### config.mk
export PLATFORM = sky130hd
export DESIGN_NAME = fp16_rom_sqrt_pipe
export DESIGN_NICKNAME = d
export VERILOG_FILES = /design/src/rtl/fp16_sqrt_pkg.sv /design/src/rtl/fp16_sqrt_lane.sv /design/src/rtl/fp16_rom_sqrt_pipe.sv
export SDC_FILE = /design/constraint.sdc
export NUM_CORES = 1
export LEC_CHECK = 0
export BUFFER_PORTS_ARGS = -buffer_cell sky130_fd_sc_hd__buf_2
export CORE_MARGIN = 8
export CORE_UTILIZATION = 40
export CTS_CLUSTER_DIAMETER = 40
export DETAILED_ROUTE_END_ITERATION = 16
export HOLD_SLACK_MARGIN = 0.03
export PLACE_DENSITY_LB_ADDON = 0.1
export SETUP_SLACK_MARGIN = 0.05
export SLEW_MARGIN = 20
export SYNTH_ARGS = -nofsm -noshare
export SYNTH_HDL_FRONTEND = slang
export SYNTH_SLANG_ARGS = --single-unit
### constraint.sdc
create_clock -name clk_i -period 12.2 [get_ports clk_i]
set_input_delay 0.61 -clock clk_i [delete_from_list [all_inputs] [get_ports clk_i]]
set_output_delay 0.61 -clock clk_i [all_outputs]
set_load 0.02 [all_outputs]
### src/rtl/fp16_sqrt_pkg.sv
// Shared constants, the square-root seed table and the operand class type
// for the pipelined FP16 ROM square root.
package fp16_sqrt_pkg;

    localparam logic [15:0] FP16_QNAN = 16'h7E00;
    localparam logic [15:0] FP16_PINF = 16'h7C00;

    // Indexed by {~e[0], x1}: odd exponents use the low half, even the high half.
    localparam logic [10:0] SQRT_ROM [16] = '{
        11'h785, 11'h6AE, 11'h5F6, 11'h557, 11'h4CC, 11'h450, 11'h3E2, 11'h37E,
        11'h323, 11'h285, 11'h1FE, 11'h18A, 11'h124, 11'h0CA, 11'h07A, 11'h031
    };

    typedef enum logic [2:0] {
        ZERO = 3'd0,
        SUB  = 3'd1,
        NORM = 3'd2,
        INF  = 3'd3,
        QNAN = 3'd4,
        SNAN = 3'd5
    } fp16_class_e;

endpackage

### src/rtl/fp16_sqrt_lane.sv
// Combinational per-lane front end: operand classification, seed lookup,
// multiplier operand formation and result exponent.
module fp16_sqrt_lane
    import fp16_sqrt_pkg::*;
(
    input  logic [15:0]  op_i,
    output fp16_class_e  cls_o,
    output logic         sign_o,
    output logic [10:0]  c_o,
    output logic [11:0]  x_o,
    output logic [4:0]   eo_o
);

    logic [4:0]        e_s;
    logic [2:0]        x1_s;
    logic [6:0]        x2_s;
    logic [2:0]        hi_s;
    logic [4:0]        ebias_s;
    logic signed [4:0] ehalf_s;

    assign e_s    = op_i[14:10];
    assign x1_s   = op_i[9:7];
    assign x2_s   = op_i[6:0];
    assign sign_o = op_i[15];

    // Classify the operand from its exponent and mantissa fields.
    always_comb begin
        cls_o = NORM;
        if (e_s == 5'd31) begin
            if (op_i[9:0] == 10'd0) begin
                cls_o = INF;
            end else if (op_i[9]) begin
                cls_o = QNAN;
            end else begin
                cls_o = SNAN;
            end
        end else if (e_s == 5'd0) begin
            if (op_i[9:0] == 10'd0) begin
                cls_o = ZERO;
            end else begin
                cls_o = SUB;
            end
        end else begin
            cls_o = NORM;
        end
    end

    assign c_o  = SQRT_ROM[{~e_s[0], x1_s}];
    assign hi_s = {1'b0, x2_s[6:5]} + 3'd1;
    assign x_o  = e_s[0] ? {1'b1, x1_s, x2_s[6], ~x2_s[6], x2_s[5:0]}
                         : {1'b1, x1_s, hi_s, x2_s[4:0]};

    // Halve the unbiased exponent with floor rounding, wrapping in 5 bits.
    assign ebias_s = e_s - 5'd15;
    assign ehalf_s = $signed(ebias_s) >>> 1;
    assign eo_o    = $unsigned(ehalf_s) + 5'd15;

endmodule

### src/rtl/fp16_rom_sqrt_pipe.sv
// Multi-lane 3-stage FP16 square root (decode/ROM, multiply, normalise/special)
// under one shared valid/ready chain with flush.
module fp16_rom_sqrt_pipe
    import fp16_sqrt_pkg::*;
#(
    parameter int LANES = 1,
    parameter int TAG_W = 4
) (
    input  logic                 clk_i,
    input  logic                 rst_i,
    input  logic                 flush_i,
    input  logic                 in_valid_i,
    output logic                 in_ready_o,
    input  logic [16*LANES-1:0]  operands_i,
    input  logic [TAG_W-1:0]     tag_i,
    output logic                 out_valid_o,
    input  logic                 out_ready_i,
    output logic [16*LANES-1:0]  result_o,
    output logic [TAG_W-1:0]     tag_o,
    output logic [2*LANES-1:0]   status_o
);

    fp16_class_e [LANES-1:0]        lane_cls_s;
    logic [LANES-1:0]               lane_sign_s;
    logic [LANES-1:0][10:0]         lane_c_s;
    logic [LANES-1:0][11:0]         lane_x_s;
    logic [LANES-1:0][4:0]          lane_eo_s;

    logic vld1_q, vld2_q, vld3_q;
    logic vld1_d, vld2_d, vld3_d;
    logic rdy1_s, rdy2_s, rdy3_s;
    logic ld1_s, ld2_s, ld3_s;

    fp16_class_e [LANES-1:0]        s1_cls_q;
    logic [LANES-1:0]               s1_sign_q;
    logic [LANES-1:0][10:0]         s1_c_q;
    logic [LANES-1:0][11:0]         s1_x_q;
    logic [LANES-1:0][4:0]          s1_eo_q;
    logic [TAG_W-1:0]               s1_tag_q;

    fp16_class_e [LANES-1:0]        s2_cls_q;
    logic [LANES-1:0]               s2_sign_q;
    logic [LANES-1:0][4:0]          s2_eo_q;
    logic [LANES-1:0][23:0]         s2_p_q;
    logic [LANES-1:0][23:0]         s2_p_d;
    logic [TAG_W-1:0]               s2_tag_q;

    logic [LANES-1:0][9:0]          mant_s;
    logic [16*LANES-1:0]            result_q, result_d;
    logic [2*LANES-1:0]             status_q, status_d;
    logic [TAG_W-1:0]               tag_q;

    for (genvar k = 0; k < LANES; k++) begin : g_lane
        fp16_sqrt_lane u_lane (
            .op_i   (operands_i[16*k +: 16]),
            .cls_o  (lane_cls_s[k]),
            .sign_o (lane_sign_s[k]),
            .c_o    (lane_c_s[k]),
            .x_o    (lane_x_s[k]),
            .eo_o   (lane_eo_s[k])
        );
    end

    assign rdy3_s     = !vld3_q || out_ready_i;
    assign rdy2_s     = !vld2_q || rdy3_s;
    assign rdy1_s     = !vld1_q || rdy2_s;
    assign in_ready_o = rdy1_s;

    assign ld1_s = rdy1_s && in_valid_i;
    assign ld2_s = rdy2_s && vld1_q;
    assign ld3_s = rdy3_s && vld2_q;

    // Stage valid chain: advance where the next stage has room, clear on flush.
    always_comb begin
        vld1_d = vld1_q;
        vld2_d = vld2_q;
        vld3_d = vld3_q;
        if (flush_i) begin
            vld1_d = 1'b0;
            vld2_d = 1'b0;
            vld3_d = 1'b0;
        end else begin
            if (rdy1_s) vld1_d = in_valid_i; else vld1_d = vld1_q;
            if (rdy2_s) vld2_d = vld1_q;     else vld2_d = vld2_q;
            if (rdy3_s) vld3_d = vld2_q;     else vld3_d = vld3_q;
        end
    end

    // Multiply stage and final normalise/special-case selection per lane.
    always_comb begin
        s2_p_d   = '0;
        mant_s   = '0;
        result_d = '0;
        status_d = '0;
        for (int k = 0; k < LANES; k++) begin
            s2_p_d[k] = 24'({1'b1, s1_c_q[k]}) * 24'(s1_x_q[k]);
            mant_s[k] = s2_p_q[k][23] ? s2_p_q[k][22:13] : s2_p_q[k][21:12];
            result_d[16*k +: 16] = FP16_QNAN;
            status_d[2*k +: 2]   = 2'b00;
            case (s2_cls_q[k])
                ZERO: result_d[16*k +: 16] = {s2_sign_q[k], 15'd0};
                SUB: begin
                    result_d[16*k +: 16] = {s2_sign_q[k], 15'd0};
                    status_d[2*k +: 2]   = 2'b01;
                end
                INF: begin
                    if (s2_sign_q[k]) begin
                        result_d[16*k +: 16] = FP16_QNAN;
                        status_d[2*k +: 2]   = 2'b10;
                    end else begin
                        result_d[16*k +: 16] = FP16_PINF;
                        status_d[2*k +: 2]   = 2'b00;
                    end
                end
                QNAN: result_d[16*k +: 16] = FP16_QNAN;
                SNAN: begin
                    result_d[16*k +: 16] = FP16_QNAN;
                    status_d[2*k +: 2]   = 2'b10;
                end
                NORM: begin
                    if (s2_sign_q[k]) begin
                        result_d[16*k +: 16] = FP16_QNAN;
                        status_d[2*k +: 2]   = 2'b10;
                    end else begin
                        result_d[16*k +: 16] = {1'b0, s2_eo_q[k], mant_s[k]};
                        status_d[2*k +: 2]   = 2'b00;
                    end
                end
                default: result_d[16*k +: 16] = FP16_QNAN;
            endcase
        end
    end

    // Pipeline registers; a stage only loads when it can accept, so stalls hold data.
    always_ff @(posedge clk_i or posedge rst_i) begin
        if (rst_i) begin
            vld1_q    <= 1'b0;
            vld2_q    <= 1'b0;
            vld3_q    <= 1'b0;
            s1_sign_q <= '0;
            s1_c_q    <= '0;
            s1_x_q    <= '0;
            s1_eo_q   <= '0;
            s1_tag_q  <= '0;
            s2_sign_q <= '0;
            s2_eo_q   <= '0;
            s2_p_q    <= '0;
            s2_tag_q  <= '0;
            result_q  <= '0;
            status_q  <= '0;
            tag_q     <= '0;
            for (int k = 0; k < LANES; k++) begin
                s1_cls_q[k] <= ZERO;
                s2_cls_q[k] <= ZERO;
            end
        end else begin
            vld1_q <= vld1_d;
            vld2_q <= vld2_d;
            vld3_q <= vld3_d;
            if (ld1_s) begin
                s1_cls_q  <= lane_cls_s;
                s1_sign_q <= lane_sign_s;
                s1_c_q    <= lane_c_s;
                s1_x_q    <= lane_x_s;
                s1_eo_q   <= lane_eo_s;
                s1_tag_q  <= tag_i;
            end
            if (ld2_s) begin
                s2_cls_q  <= s1_cls_q;
                s2_sign_q <= s1_sign_q;
                s2_eo_q   <= s1_eo_q;
                s2_p_q    <= s2_p_d;
                s2_tag_q  <= s1_tag_q;
            end
            if (ld3_s) begin
                result_q <= result_d;
                status_q <= status_d;
                tag_q    <= s2_tag_q;
            end
        end
    end

    assign out_valid_o = vld3_q;
    assign result_o    = result_q;
    assign status_o    = status_q;
    assign tag_o       = tag_q;

endmodule

==> run_results.csv <==
group,metric,value,unit
outcome,status,"complete, no violations",
global_route,gr-total-overflow,0,
layout,multi_input_area,5570,µm²
drt,drtPass1Iterations,4,
cts,clk_latency,0.35,ns
sta,worst_pin_slew,0.752,ns
drt,viasPerCell,4.87,
logic_synthesis,ys_seq_area_share,25.6,%
pwr,p_comb_share,71.2,%
layout,num-fill-cells,2175,
logic_synthesis,syn_nets,1135,
drt,drc,0,
logic_synthesis,syn_inst,938,
sta,finalCriticalPeriod,5.25,ns
logic_synthesis,ys.flop_type,"dfrtp_1",
min_path,hold_path_class,"in -> async",
floorplan,die_w,161,µm
drt,drt_iter0_markers,221,
logic_synthesis,syn-cell-area,8420,µm²
drt,vias,5995,
worst_setup_path,end_kind,"register",
cts,clockBufferDepth,2,
pwr,ir_drop,0.218,mV
sta,grt_setup_unrepaired,"false",
drt,ant_nets,0,
cts,ctsHoldBuffers,0,
pwr,swShare,51.2,%
layout,area_growth,8.47,%
drt,wl_met2,8.44,mm
drt,wl_met3,648,µm
global_route,grt_pass1_vias,6284,
layout,insertedDiodeCount,0,
logic_synthesis,avgSynthCellArea,8.97,µm²
job,cap_viol_max_count,0,
layout,post-route-util,43.8,%
sta,fin_crit_sh,43.0,%
pwr,power.leakage,0.00463,µW
logic_synthesis,synth_async_sr_flop_share,100,%
global_route,grt_max_degree,60,
drt,routed_wl,19.0,mm
cts,htree_levels,3,
worst_setup_path,crit_fanout,13,
worst_setup_path,startpoint_type,"register",
global_route,antenna_found_initial,0,
sta,tns,0,ns
place,portBuffers,48,
floorplan,start_util,40.4,%
cts,cts_tree,"yes",
global_route,track_usage,15.3,%
sta,relSlewSlack,49.7,%
pwr,pwr-share-clk,11.6,%
place,gp_congestion,0.801,
floorplan,rows,53,
cts,root_buffer,"clkbuf_16",
cts,cts_buffers,9,
drt,wl_per_cell,15.4,µm
logic_synthesis,yosys_warnings,0,
pwr,pwr_density_cell,263,nW/µm²
layout,regArea,2150,µm²
logic_synthesis,synth_seq_cells,86,
cts,post-cts-setup-buffer-count,0,
floorplan,ioPinCount,49,
logic_synthesis,netlist-cell-type-count,55,
pwr,internal-power,1170,µW
floorplan,core,20800,µm²
global_route,grt_pass1_wl,32.6,mm
logic_synthesis,synth-edff-count,0,
sta,clock_skew,0.0130,ns
worst_setup_path,required,12.42,ns
drt,highest_layer,"met4",
worst_setup_path,cp.arrival,5.47,ns
layout,drive_above_1_share,9.40,%
drt,wl_met1,9.74,mm
floorplan,dieArea,25900,µm²
place,post-dp-hpwl,15.3,mm
cts,cts_num_sinks,86,
cts,cts_resized,0,
layout,layout.nets,1150,
cts,clkSlewWorstSetupHoldPaths,0.07,ns
worst_setup_path,critPathKind,"reg -> reg",
pwr,seqPwrFrac,17.2,%
sta,fmax,190,MHz
pwr,switchingPower,1230,µW
sta,drv_slew,0,
worst_setup_path,r2r_slack,6.95,ns
sta,hold_viol,0,
floorplan,die_y,161,µm
sta,setup_viol,0,
layout make-up:
cell class | instances | share of cell area (%)
clock inverters | 6 | 0.781
multi-input cells | 671 | 61.0
inverters | 134 | 5.52
repair buffers | 51 | 2.88
well taps | 275 | 3.77
flip-flops and latches | 86 | 23.6
clock buffers | 9 | 2.47
cells by family after synthesis:
logic type / after synthesis / share of synthesized area, %
XOR/XNOR: 14 / 1.46
AO/OA/AOI/OAI: 138 / 10.3
flip-flops: 86 / 25.6
AND/OR/NAND/NOR: 324 / 17.0
multiplexers: 23 / 2.93
adder cells (fa/ha/maj): 172 / 34.4
buffers and inverters: 181 / 8.28
registers in the layout, summed over array words and instances, names as in the netlist:
name         count
s1_c_q          11
vld1_q           1
s2_eo_q          5
result_o        16
s2_tag_q         4
s1_cls_q         3
s2_cls_q         3
out_valid_o      1
tag_o            4
s1_sign_q        1
s1_tag_q         4
vld2_q           1
status_o         2
s2_sign_q        1
s2_p_q          12
s1_x_q          12
s1_eo_q          5
cells in the final DEF, fill, tap and decap left out, drive strengths merged, types with 2 or more instances in the layout:
master | synthesis | final
o211ai | 3 | 3
a21o | 9 | 9
and2 | 40 | 40
xor2 | 9 | 9
a221o | 3 | 3
ha | 73 | 73
xnor2 | 5 | 5
mux2i | 10 | 10
fa | 99 | 99
a221oi | 3 | 3
nand2b | 3 | 3
o31ai | 5 | 5
clkinv | 1 | 4
nor4b | 2 | 2
a21oi | 30 | 30
nand2 | 215 | 215
inv | 133 | 134
a211o | 2 | 2
nand3 | 10 | 10
o21ai | 62 | 62
nand4 | 5 | 5
nor4 | 2 | 2
nor2b | 4 | 4
a211oi | 6 | 6
nor2 | 26 | 26
clkbuf | 38 | 9
o311ai | 2 | 2
buf | 9 | 51
dfrtp | 86 | 86
a31oi | 4 | 4
mux2 | 13 | 13
nor3 | 5 | 5
and3 | 7 | 7
power by group through the flow:
stage	Sequential (µW)	Clock, µW	Combinational [µW]
floorplan	397	0	1350
global placement	418	0	1720
detailed placement	421	0	1700
CTS	415	289	1720
global route	424	301	1950
finish	413	279	1710
synthesized netlist by cell type, types with 8 or more instances:
| master | count | share of area (%) |
|---|---|---|
| mux2i_1 | 10 | 1.2 |
| xor2_1 | 9 | 0.94 |
| inv_1 | 133 | 5.9 |
| nand3_1 | 9 | 0.54 |
| nor2_1 | 26 | 1.2 |
| dfrtp_1 | 86 | 26 |
| fa_1 | 99 | 24 |
| buf_2 | 8 | 0.48 |
| mux2_2 | 13 | 1.7 |
| o21ai_0 | 60 | 3.6 |
| ha_1 | 73 | 11 |
| a21o_1 | 9 | 0.80 |
| and2_1 | 40 | 3.0 |
| clkbuf_1 | 38 | 1.7 |
| a21oi_1 | 29 | 1.7 |
| nand2_1 | 215 | 9.6 |
final timing paths:
| kind | endpoint | cells past startpoint | start |
|---|---|---|---|
| setup / recovery | s2_p_q[21] | 15 | s1_c_q[3] |
| hold / removal | result_o[13] | 2 | rst_i |
| setup reg to reg | s2_p_q[21] | 15 | s1_c_q[3] |
| hold reg to reg | status_o[0] | 2 | status_o[0] |
| max in group asynchronous | s1_x_q[5] | 3 | rst_i |
| min in group clk_i | vld2_q | 2 | flush_i |
per-stage QoR:
stage          hold WS, ns  area [µm²]  power (µW)  worst slack (ns)  cells
2_1_floorplan        0.433        8420        1750              7.24    938
3_3_place_gp         0.445        8830        2140              7.01   1217
3_5_place_dp         0.452        8830        2120              6.95   1217
4_1_cts              0.359        9130        2430              6.95   1232
5_1_grt              0.396        9130        2680              6.62   1232
6_report             0.339        9130        2400              6.95   1232
critical path, stage by stage (launching register included):
cell	delay, ns
dfrtp_1	0.54
and2_1	0.26
fa_1	0.52
fa_1	0.53
fa_1	0.52
fa_1	0.54
inv_1	0.05
fa_1	0.52
inv_1	0.04
ha_1	0.38
a21o_1	0.25
a221oi_2	0.35
o21ai_0	0.14
a31oi_1	0.22
and3_1	0.20
o31ai_2	0.06
metal layers:
layer,GRT usage (%),up-vias
met5,0,-
met4,2.99,0
met3,3.11,11
met2,24.2,74
met1,21.4,2890
li1,-,3020
Note: power is estimated with default switching activity, not from simulation.
